## src/rtl/fp_add_sequencer.sv

```systemverilog
// Operand-side front end for a single-precision floating-point adder.
// Queues operand pairs in a small FIFO, issues one pair at a time with a
// one-cycle load pulse, follows the adder's busy handshake and parks the
// result in a one-entry valid/ready output register.
module fp_add_sequencer #(
   parameter int DEPTH         = 4,
   parameter int START_TIMEOUT = 4
) (
   input  logic                     clk,
   input  logic                     reset,
   // operand producer side
   input  logic                     in_valid,
   output logic                     in_ready,
   input  logic [31:0]              in_a,
   input  logic [31:0]              in_b,
   // adder side
   output logic [31:0]              add_a,
   output logic [31:0]              add_b,
   output logic                     add_load,
   input  logic                     add_busy,
   input  logic                     add_status,
   input  logic [31:0]              add_sum,
   // result consumer side
   output logic                     out_valid,
   input  logic                     out_ready,
   output logic [31:0]              out_sum,
   output logic                     out_status,
   // status
   output logic [$clog2(DEPTH):0]   count,
   output logic                     seq_err
);

   localparam int AW = $clog2(DEPTH);
   localparam int CW = AW + 1;
   // Timeout counter only has to hold 0 .. START_TIMEOUT-1.
   localparam int TW = (START_TIMEOUT < 2) ? 1 : $clog2(START_TIMEOUT);

   localparam logic [CW-1:0] FULL_CNT = CW'(DEPTH);
   localparam logic [TW-1:0] TMO_LAST = TW'(START_TIMEOUT - 1);

   typedef enum logic [1:0] {
      S_IDLE      = 2'd0,
      S_ISSUE     = 2'd1,
      S_WAIT_BUSY = 2'd2,
      S_WAIT_DONE = 2'd3
   } state_t;

   // FIFO storage: {a, b} per entry. Contents need no reset; occupancy
   // is what defines which entries are live.
   logic [63:0]    r_mem [DEPTH];
   logic [AW-1:0]  r_wr_ptr;
   logic [AW-1:0]  r_rd_ptr;
   logic [CW-1:0]  r_count;

   state_t         r_state;
   logic [TW-1:0]  r_tmo;
   logic [31:0]    r_add_a;
   logic [31:0]    r_add_b;
   logic           r_add_load;
   logic           r_out_valid;
   logic [31:0]    r_out_sum;
   logic           r_out_status;
   logic           r_seq_err;

   logic           w_in_ready;
   logic           w_push;
   logic           w_start;
   logic           w_timeout;
   logic           w_done;
   logic           w_pop;
   logic [63:0]    w_head;

   // The in-flight pair stays at the FIFO head until its result is
   // captured, so occupancy counts it and the head is only popped then.
   assign w_in_ready = (r_count < FULL_CNT);
   assign w_push     = in_valid && w_in_ready;
   assign w_head     = r_mem[r_rd_ptr];
   assign w_start    = (r_state == S_IDLE) && (r_count != '0) && !r_out_valid;
   assign w_timeout  = (r_state == S_WAIT_BUSY) && !add_busy && (r_tmo == TMO_LAST);
   assign w_done     = (r_state == S_WAIT_DONE) && !add_busy;
   assign w_pop      = w_timeout || w_done;

   // Write accepted operand pairs into the FIFO storage.
   always_ff @(posedge clk) begin
      if (w_push) begin
         r_mem[r_wr_ptr] <= {in_a, in_b};
      end
   end

   // FIFO pointers and occupancy; pointers wrap naturally (DEPTH is 2^AW).
   always_ff @(posedge clk or posedge reset) begin
      if (reset) begin
         r_wr_ptr <= '0;
         r_rd_ptr <= '0;
         r_count  <= '0;
      end else begin
         if (w_push) begin
            r_wr_ptr <= r_wr_ptr + 1'b1;
         end
         if (w_pop) begin
            r_rd_ptr <= r_rd_ptr + 1'b1;
         end
         case ({w_push, w_pop})
            2'b10:   r_count <= r_count + 1'b1;
            2'b01:   r_count <= r_count - 1'b1;
            default: r_count <= r_count;
         endcase
      end
   end

   // Issue/handshake FSM with registered adder and result outputs.
   always_ff @(posedge clk or posedge reset) begin
      if (reset) begin
         r_state      <= S_IDLE;
         r_tmo        <= '0;
         r_add_a      <= '0;
         r_add_b      <= '0;
         r_add_load   <= 1'b0;
         r_out_valid  <= 1'b0;
         r_out_sum    <= '0;
         r_out_status <= 1'b0;
         r_seq_err    <= 1'b0;
      end else begin
         r_add_load <= 1'b0;

         // Consumer drains the result register. A capture can never
         // coincide with this because issue requires an empty register.
         if (r_out_valid && out_ready) begin
            r_out_valid <= 1'b0;
         end

         case (r_state)
            S_IDLE: begin
               if (w_start) begin
                  r_add_a    <= w_head[63:32];
                  r_add_b    <= w_head[31:0];
                  r_add_load <= 1'b1;
                  r_state    <= S_ISSUE;
               end
            end

            S_ISSUE: begin
               r_tmo   <= '0;
               r_state <= S_WAIT_BUSY;
            end

            S_WAIT_BUSY: begin
               if (add_busy) begin
                  r_state <= S_WAIT_DONE;
               end else if (w_timeout) begin
                  // Adder never started: emit whatever sum it shows,
                  // flagged as an error, so the queue keeps moving.
                  r_seq_err    <= 1'b1;
                  r_out_sum    <= add_sum;
                  r_out_status <= 1'b1;
                  r_out_valid  <= 1'b1;
                  r_state      <= S_IDLE;
               end else begin
                  r_tmo <= r_tmo + 1'b1;
               end
            end

            S_WAIT_DONE: begin
               if (!add_busy) begin
                  r_out_sum    <= add_sum;
                  r_out_status <= add_status;
                  r_out_valid  <= 1'b1;
                  r_state      <= S_IDLE;
               end
            end

            default: begin
               r_state <= S_IDLE;
            end
         endcase
      end
   end

   assign in_ready   = w_in_ready;
   assign add_a      = r_add_a;
   assign add_b      = r_add_b;
   assign add_load   = r_add_load;
   assign out_valid  = r_out_valid;
   assign out_sum    = r_out_sum;
   assign out_status = r_out_status;
   assign count      = r_count;
   assign seq_err    = r_seq_err;

endmodule

```

## config.mk

```make
export PLATFORM = sky130hd
export DESIGN_NAME = fp_add_sequencer
export DESIGN_NICKNAME = d
export VERILOG_FILES = /design/src/rtl/fp_add_sequencer.sv
export SDC_FILE = /design/constraint.sdc
export NUM_CORES = 1
export LEC_CHECK = 0
export CORE_MARGIN = 1
export CORE_UTILIZATION = 35
export DETAILED_ROUTE_END_ITERATION = 10
export DONT_BUFFER_PORTS = 1
export PLACE_DENSITY = 0.58
export SYNTH_ARGS = -nofsm -noshare
export SYNTH_HDL_FRONTEND = slang
export SYNTH_SLANG_ARGS = --single-unit
```

## constraint.sdc

```tcl
create_clock -name clk -period 3.97 [get_ports clk]
set_input_delay 0.794 -clock clk [delete_from_list [all_inputs] [get_ports clk]]
set_output_delay 0.794 -clock clk [all_outputs]
set_load 0.1 [all_outputs]
```

==> reports/results.tsv, run 1 <==
metric	value	unit
status	finished, final reports clean	
wl_per_cell	21.8	um
fin_skew	11.3	ps
grt_overflow_total	0	
yosys_most_used_dff	edfxtp_1	
remaining_drc_errors	0	
synth_top_area_cell	edfxtp_1	
setup_tns	0	ps
ctsResizeCount	0	
dr.pass1.iters	4	
slew_headroom	25.8	%
diodes	0	
grt_pass1_vias	6297	
path_class	reg -> out	
cts_setup_buffers	0	
rsz0062_at_grt	false	
ctsHoldBuffers	0	
crit_cells	1	
netlist_top_cells_area	edfxtp_1 (57%), dfrtp_1 (20%), mux4_2 (11%)	
cp.arrival	2220	ps
clockBufferDepth	3	
yosys-top-cells-count	edfxtp_1 (256), dfrtp_1 (111), mux2_2 (96)	
crit_path_max_incr_delay	970	ps
maxCapViolCount	0	
start_kind	flop	
gp_congestion	0.705	
ys_types	32	
worstPathRequired	3180	ps
syn_avg_cell_area	22.4	sq um
rr_worst_depth	2	
post_synth_inst_count	606	
hold_class	in -> reg	
crit_family	flip-flops	
post-route-period-util	76.0	%
synth_seq_area_share	77.1	%
path_clk_slew	60	ps
synth_edf_count	256	
io_buffers	0	
cp_slowest_cell	dfrtp_1	
syn_to_final_growth	14.1	%
vias	5664	
track_usage	13.0	%
drt-initial-drc-count	288	
layout-drive-gt1-share	35.9	%
hpwlAfterDp	14500	um
synth_area	0.0136	sq mm
pin_count	206	
grt_max_degree	112	
grt_pass1_wl	37800	um
endpoint_kind	primary output	
setup_viol	0	
tritoncts	yes	
vias_per_cell	4.86	
rows	71	
postSynth.asyncResetShare	30.2	%
hold_depth	0	
numClockSinks	367	
cts_root_buf	clkbuf_16	
routed_wl	25400	um
slew_violations	0	
drtAntennaViolNets	0	
synthesis.nets	715	
fill_cells	3350	
initial_core_util	35.8	%
crit_chain	inv_1	
tightest_slew	1110	ps
h-tree-depth	2	
path_buf_inv	1	
cp_max_fo	4	
cts_buffers	39	
antenna_found_initial	0	
timing.final.crit_period	3020	ps
die_w	199	um
yosysTopAreaCellShare	56.6	%
core	0.0379	sq mm
hold_viol	0	
die_y	199	um
yosysWarnings	0	
fin_nets	734	
clock_latency	540	ps
die_area	0.0396	sq mm
synth-seq-cells	367	
synth_most_common_cell	edfxtp_1	
max_freq	331	MHz
[cell usage in the layout (no fill, tap or decap), types with 2 or more instances in the layout]
| cell type | synthesis | layout |
|---|---|---|
| bufinv_16 | 0 | 7 |
| clkbuf_16 | 0 | 42 |
| clkinv_1 | 0 | 3 |
| and2_4 | 0 | 4 |
| dfrtp_4 | 0 | 2 |
| clkbuf_1 | 7 | 7 |
| mux4_2 | 64 | 64 |
| edfxtp_1 | 256 | 256 |
| o2bb2ai_1 | 2 | 2 |
| xnor2_1 | 3 | 3 |
| ha_1 | 6 | 6 |
| nor2_1 | 2 | 2 |
| dfrtp_1 | 111 | 109 |
| xor2_1 | 3 | 3 |
| mux2_2 | 96 | 96 |
| clkinvlp_4 | 0 | 4 |
| inv_6 | 0 | 2 |
| buf_12 | 0 | 2 |
| o21a_1 | 2 | 2 |
| clkinv_2 | 0 | 5 |
| a21o_1 | 2 | 2 |
| inv_1 | 11 | 10 |
| buf_4 | 5 | 3 |
| a21oi_1 | 3 | 3 |
[per-layer routing]
metal  GRT usage, %  wire (um)  up-vias
li1               -          -     2460
met2           22.6      13500      152
met5              0          0        -
met4           5.75        696        0
met1           14.5       9380     3006
met3           4.26       1880       46
[logic make-up (layout without fill, tap and decap cells)]
| family | Yosys count | in the layout | synth area share [%] |
|---|---|---|---|
| fa+ha+maj | 7 | 7 | 0.701 |
| flops | 367 | 367 | 77.1 |
| compound gates | 13 | 13 | 0.682 |
| simple gates | 14 | 14 | 0.710 |
| mux | 161 | 161 | 18.7 |
| xor+xnor | 6 | 6 | 0.387 |
| buf+inv | 38 | 87 | 1.74 |
[registers in the layout, indices dropped and copies added (netlist names)]
| name | flops |
|---|---|
| add_a | 32 |
| add_b | 32 |
| add_load | 1 |
| count | 3 |
| out_status | 1 |
| out_sum | 32 |
| out_valid | 1 |
| r_mem | 256 |
| r_rd_ptr | 2 |
| r_state | 2 |
| r_tmo | 2 |
| r_wr_ptr | 2 |
| seq_err | 1 |
[cell type report]
type	count	area, sq um	share of cell area (%)
Clock inverter	21	294	1.90
Clock buffer	50	1090	7.05
Inverter	11	46.3	0.299
Tap cell	511	639	4.13
Sequential cell	367	10500	67.6
Timing Repair Buffer	5	62.6	0.404
Multi-Input combinational cell	201	2880	18.6
[final timing paths]
| check | startpoint | to | slack [ps] |
|---|---|---|---|
| worst max-delay path | count[2]$_DFFE_PP0P_ | in_ready | 950 |
| worst min-delay path | in_a[2] | r_mem[2][34]$_DFFE_PP_ | 340 |
| worst max register to register | count[2]$_DFFE_PP0P_ | r_mem[3][40]$_DFFE_PP_ | 1170 |
| worst min register to register | count[0]$_DFFE_PP0P_ | count[0]$_DFFE_PP0P_ | 500 |
| max in group asynchronous | reset | add_a[29]$_DFFE_PP0P_ | 2800 |
| min in group asynchronous | reset | count[0]$_DFFE_PP0P_ | 350 |
[worst register-to-register path: stages, from the launching register on]
cell	delay (ps)
dfrtp_1	750
nor2b_1	660
and2_4	950
[stage by stage]
step                      hold WS (ps)  std cells  worst slack (ps)  cell area (sq um)  utilization, %
after global routing               313       1166               897              15500            40.8
after CTS                          305       1166               905              15500            40.8
after floorplan                    475        606               245              13600               -
final                              345       1166               951              15500            40.8
after global placement             490       1095              1230              14100            37.2
after detailed placement           491       1095              1120              14100            37.2
Power of run 1 is left out: the tool's default activity adds up to more than one toggle a clock period on the data nets, which glitch-free logic cannot reach.
==> inputs of run 2 (changes only) <==
--- a/config.mk
+++ b/config.mk
@@ -5,6 +5,7 @@
 export SDC_FILE = /design/constraint.sdc
 export NUM_CORES = 1
 export LEC_CHECK = 0
+export ABC_AREA = 1
 export CORE_MARGIN = 1
 export CORE_UTILIZATION = 35
 export DETAILED_ROUTE_END_ITERATION = 10
==> constraint.sdc (replaced) <==
create_clock -name clk -period 3 [get_ports clk]
set_input_delay 0.6 -clock clk [delete_from_list [all_inputs] [get_ports clk]]
set_output_delay 0.6 -clock clk [all_outputs]
set_load 0.1 [all_outputs]
==> reports/results.tsv, run 2 <==
metric	value	unit	change
netlist_top_cells_area	edfxtp_1 (54%), dfrtp_1 (20%), nand2_1 (9.6%)		
gp_congestion	0.722		+2.5%
die_y	203	um	+2.1%
grt_pass1_vias	8269		+31%
dp.cells	1731		+58%
synth_area	0.0142	sq mm	+4.4%
synth_seq_area_share	73.9	%	-3.2 points
track_usage	15.7	%	+2.7 points
tritoncts	yes		
yosysTopAreaCellShare	54.3	%	-2.4 points
fin_skew	21.5	ps	+10.2 ps
largest_register_ffs	256		unchanged
dr.pass1.iters	4		unchanged
final_common_cell	nand2_1		
hold_class	in -> reg		
yosys_most_used_dff	edfxtp_1		
slew_violations	0		unchanged
synthesis.nets	1350		+89%
status	finished, final reports clean		
syn_avg_cell_area	11.4	sq um	-49%
postSynth.asyncResetShare	30.2	%	unchanged
initial_core_util	35.6	%	-0.22 points
die_w	203	um	+2.1%
h-tree-depth	2		unchanged
synth_most_common_cell	nand2_1		
rows	73		+2.8%
top_register	r_mem		
fin_nets	1357		+85%
syn_to_final_growth	12.8	%	
post_synth_inst_count	1241		+100%
remaining_drc_errors	0		unchanged
timing.final.crit_period	2190	ps	
hold_slack	130	ps	-215 ps
final_cells	1804		+55%
synth-seq-cells	367		unchanged
start_kind	flop		
gr-max-usage-layer	met2		
synth_edf_count	256		unchanged
die_area	0.0413	sq mm	+4.3%
path_clk_slew	60	ps	about the same
pin_count	206		unchanged
hpwlAfterDp	18100	um	+25%
drtAntennaViolNets	0		unchanged
rsz0062_at_grt	false		
use_met1	20.2	%	+5.6 points
antenna_found_initial	0		unchanged
ys_types	23		-28%
setup_viol	0		unchanged
clock_latency	560	ps	+20 ps
io_buffers	0		unchanged
cts_buffers	39		unchanged
post-route-period-util	72.9	%	
grt_use_met3	3.88	%	-0.37 points
core	0.0398	sq mm	+5.0%
clockBufferDepth	3		unchanged
vias_per_cell	4.69		-3.5%
endpoint_kind	primary output		
path_class	reg -> out		
maxCapViolCount	0		unchanged
yosys-top-cells-count	nand2_1 (364), nor2_1 (267), edfxtp_1 (256)		
yosysWarnings	0		unchanged
grt_use_met2	25.8	%	+3.1 points
max_freq	457	MHz	
tightest_slew	1050	ps	-66.7 ps
slew_headroom	30.2	%	+4.4 points
worstPathRequired	2400	ps	-780 ps
hold_viol	0		unchanged
diodes	0		unchanged
cp_max_fo	2		-2
grt_pass1_wl	49000	um	+29%
cts_root_buf	clkbuf_16		
vias	8458		+49%
cts_setup_buffers	0		unchanged
numClockSinks	367		unchanged
grt_overflow_total	0		unchanged
synth_top_area_cell	edfxtp_1		
wl_per_cell	17.7	um	-19%
layout_common_cells	nand2_1 (363), nor2_1 (263), edfxtp_1 (256), o21ai_0 (125), dfrtp_1 (108)		
drt-initial-drc-count	379		+32%
layout-drive-gt1-share	8.44	%	-27 points
routed_wl	31800	um	+25%
cp.arrival	1590	ps	-630 ps
grt_max_degree	130		+16%
setup_tns	0	ps	unchanged
==> run 2: changes by cell type in the layout (fill, tap and decap cells not counted), sizes merged, moves of 4 or more <==
cell and delta:
bufinv -7, nand2 +365, clkinv +4, mux2 -96, nand3 +7, nor2 +265, buf +23, clkbuf +4
inv +12, o21ai +133, and2 -5, mux4 -64
==> run 2: through the flow <==
step                      area [sq um]  utilization, %  setup slack [ps]
final                            16000            40.1               814
after global routing             16000            40.1               763
after CTS                        16000            40.1               766
after detailed placement         14800            37.1               959
after global placement           14800            37.1               919
after floorplan                  14200               -               137
==> run 2: worst paths after layout <==
path                                        from                       to  slack (ps)  cells past startpoint
max                        add_b[14]$_DFFE_PP0P_                add_b[14]         810                      0
min                                     in_a[17]   r_mem[3][49]$_DFFE_PP_         130                      0
max reg2reg                 count[2]$_DFFE_PP0P_     count[2]$_DFFE_PP0P_        1070                      8
min reg2reg                 r_tmo[0]$_DFFE_PP0P_     r_tmo[0]$_DFFE_PP0P_         510                      1
max in group asynchronous                  reset  r_rd_ptr[1]$_DFFE_PP0P_        1660                      3
min in group asynchronous                  reset   out_sum[8]$_DFFE_PP0P_         600                      2
==> run 2: repair_timing <==
item | CTS | global route
hold buffers | 1 | 0
gates resized for setup | 0 | 0
endpoints found under the hold margin | 21 | 0
==> run 2: cells by family (layout without fill, tap and decap cells) <==
logic type | after synthesis | count (layout) | synth area share, %
and+or+nand+nor | 640 | 640 | 17.1
DFF | 367 | 367 | 73.9
AOI/OAI and AO/OA | 138 | 138 | 4.92
buffers and inverters | 85 | 123 | 3.20
adders and majority gates | 7 | 7 | 0.671
xor gates and xnor gates | 4 | 4 | 0.247
==> run 2: area by class of cell <==
cell class,instances,area (sq um)
timing repair buffer,29,283
multi-input combinational,789,3280
inverter,22,92.6
sequential,367,10500
fill,3774,23800
tap,525,657
clock buffer,54,1080
clock inverter,18,111
==> run 2: routing by layer <==
metal	share of wire (%)	wire length, um	up-vias
met5	0	0	-
met3	6.4	2030	34
met4	2.0	636	0
li1	-	-	4125
met2	47	14900	210
met1	45	14300	4089
Power of run 2 is left out for the same reason.
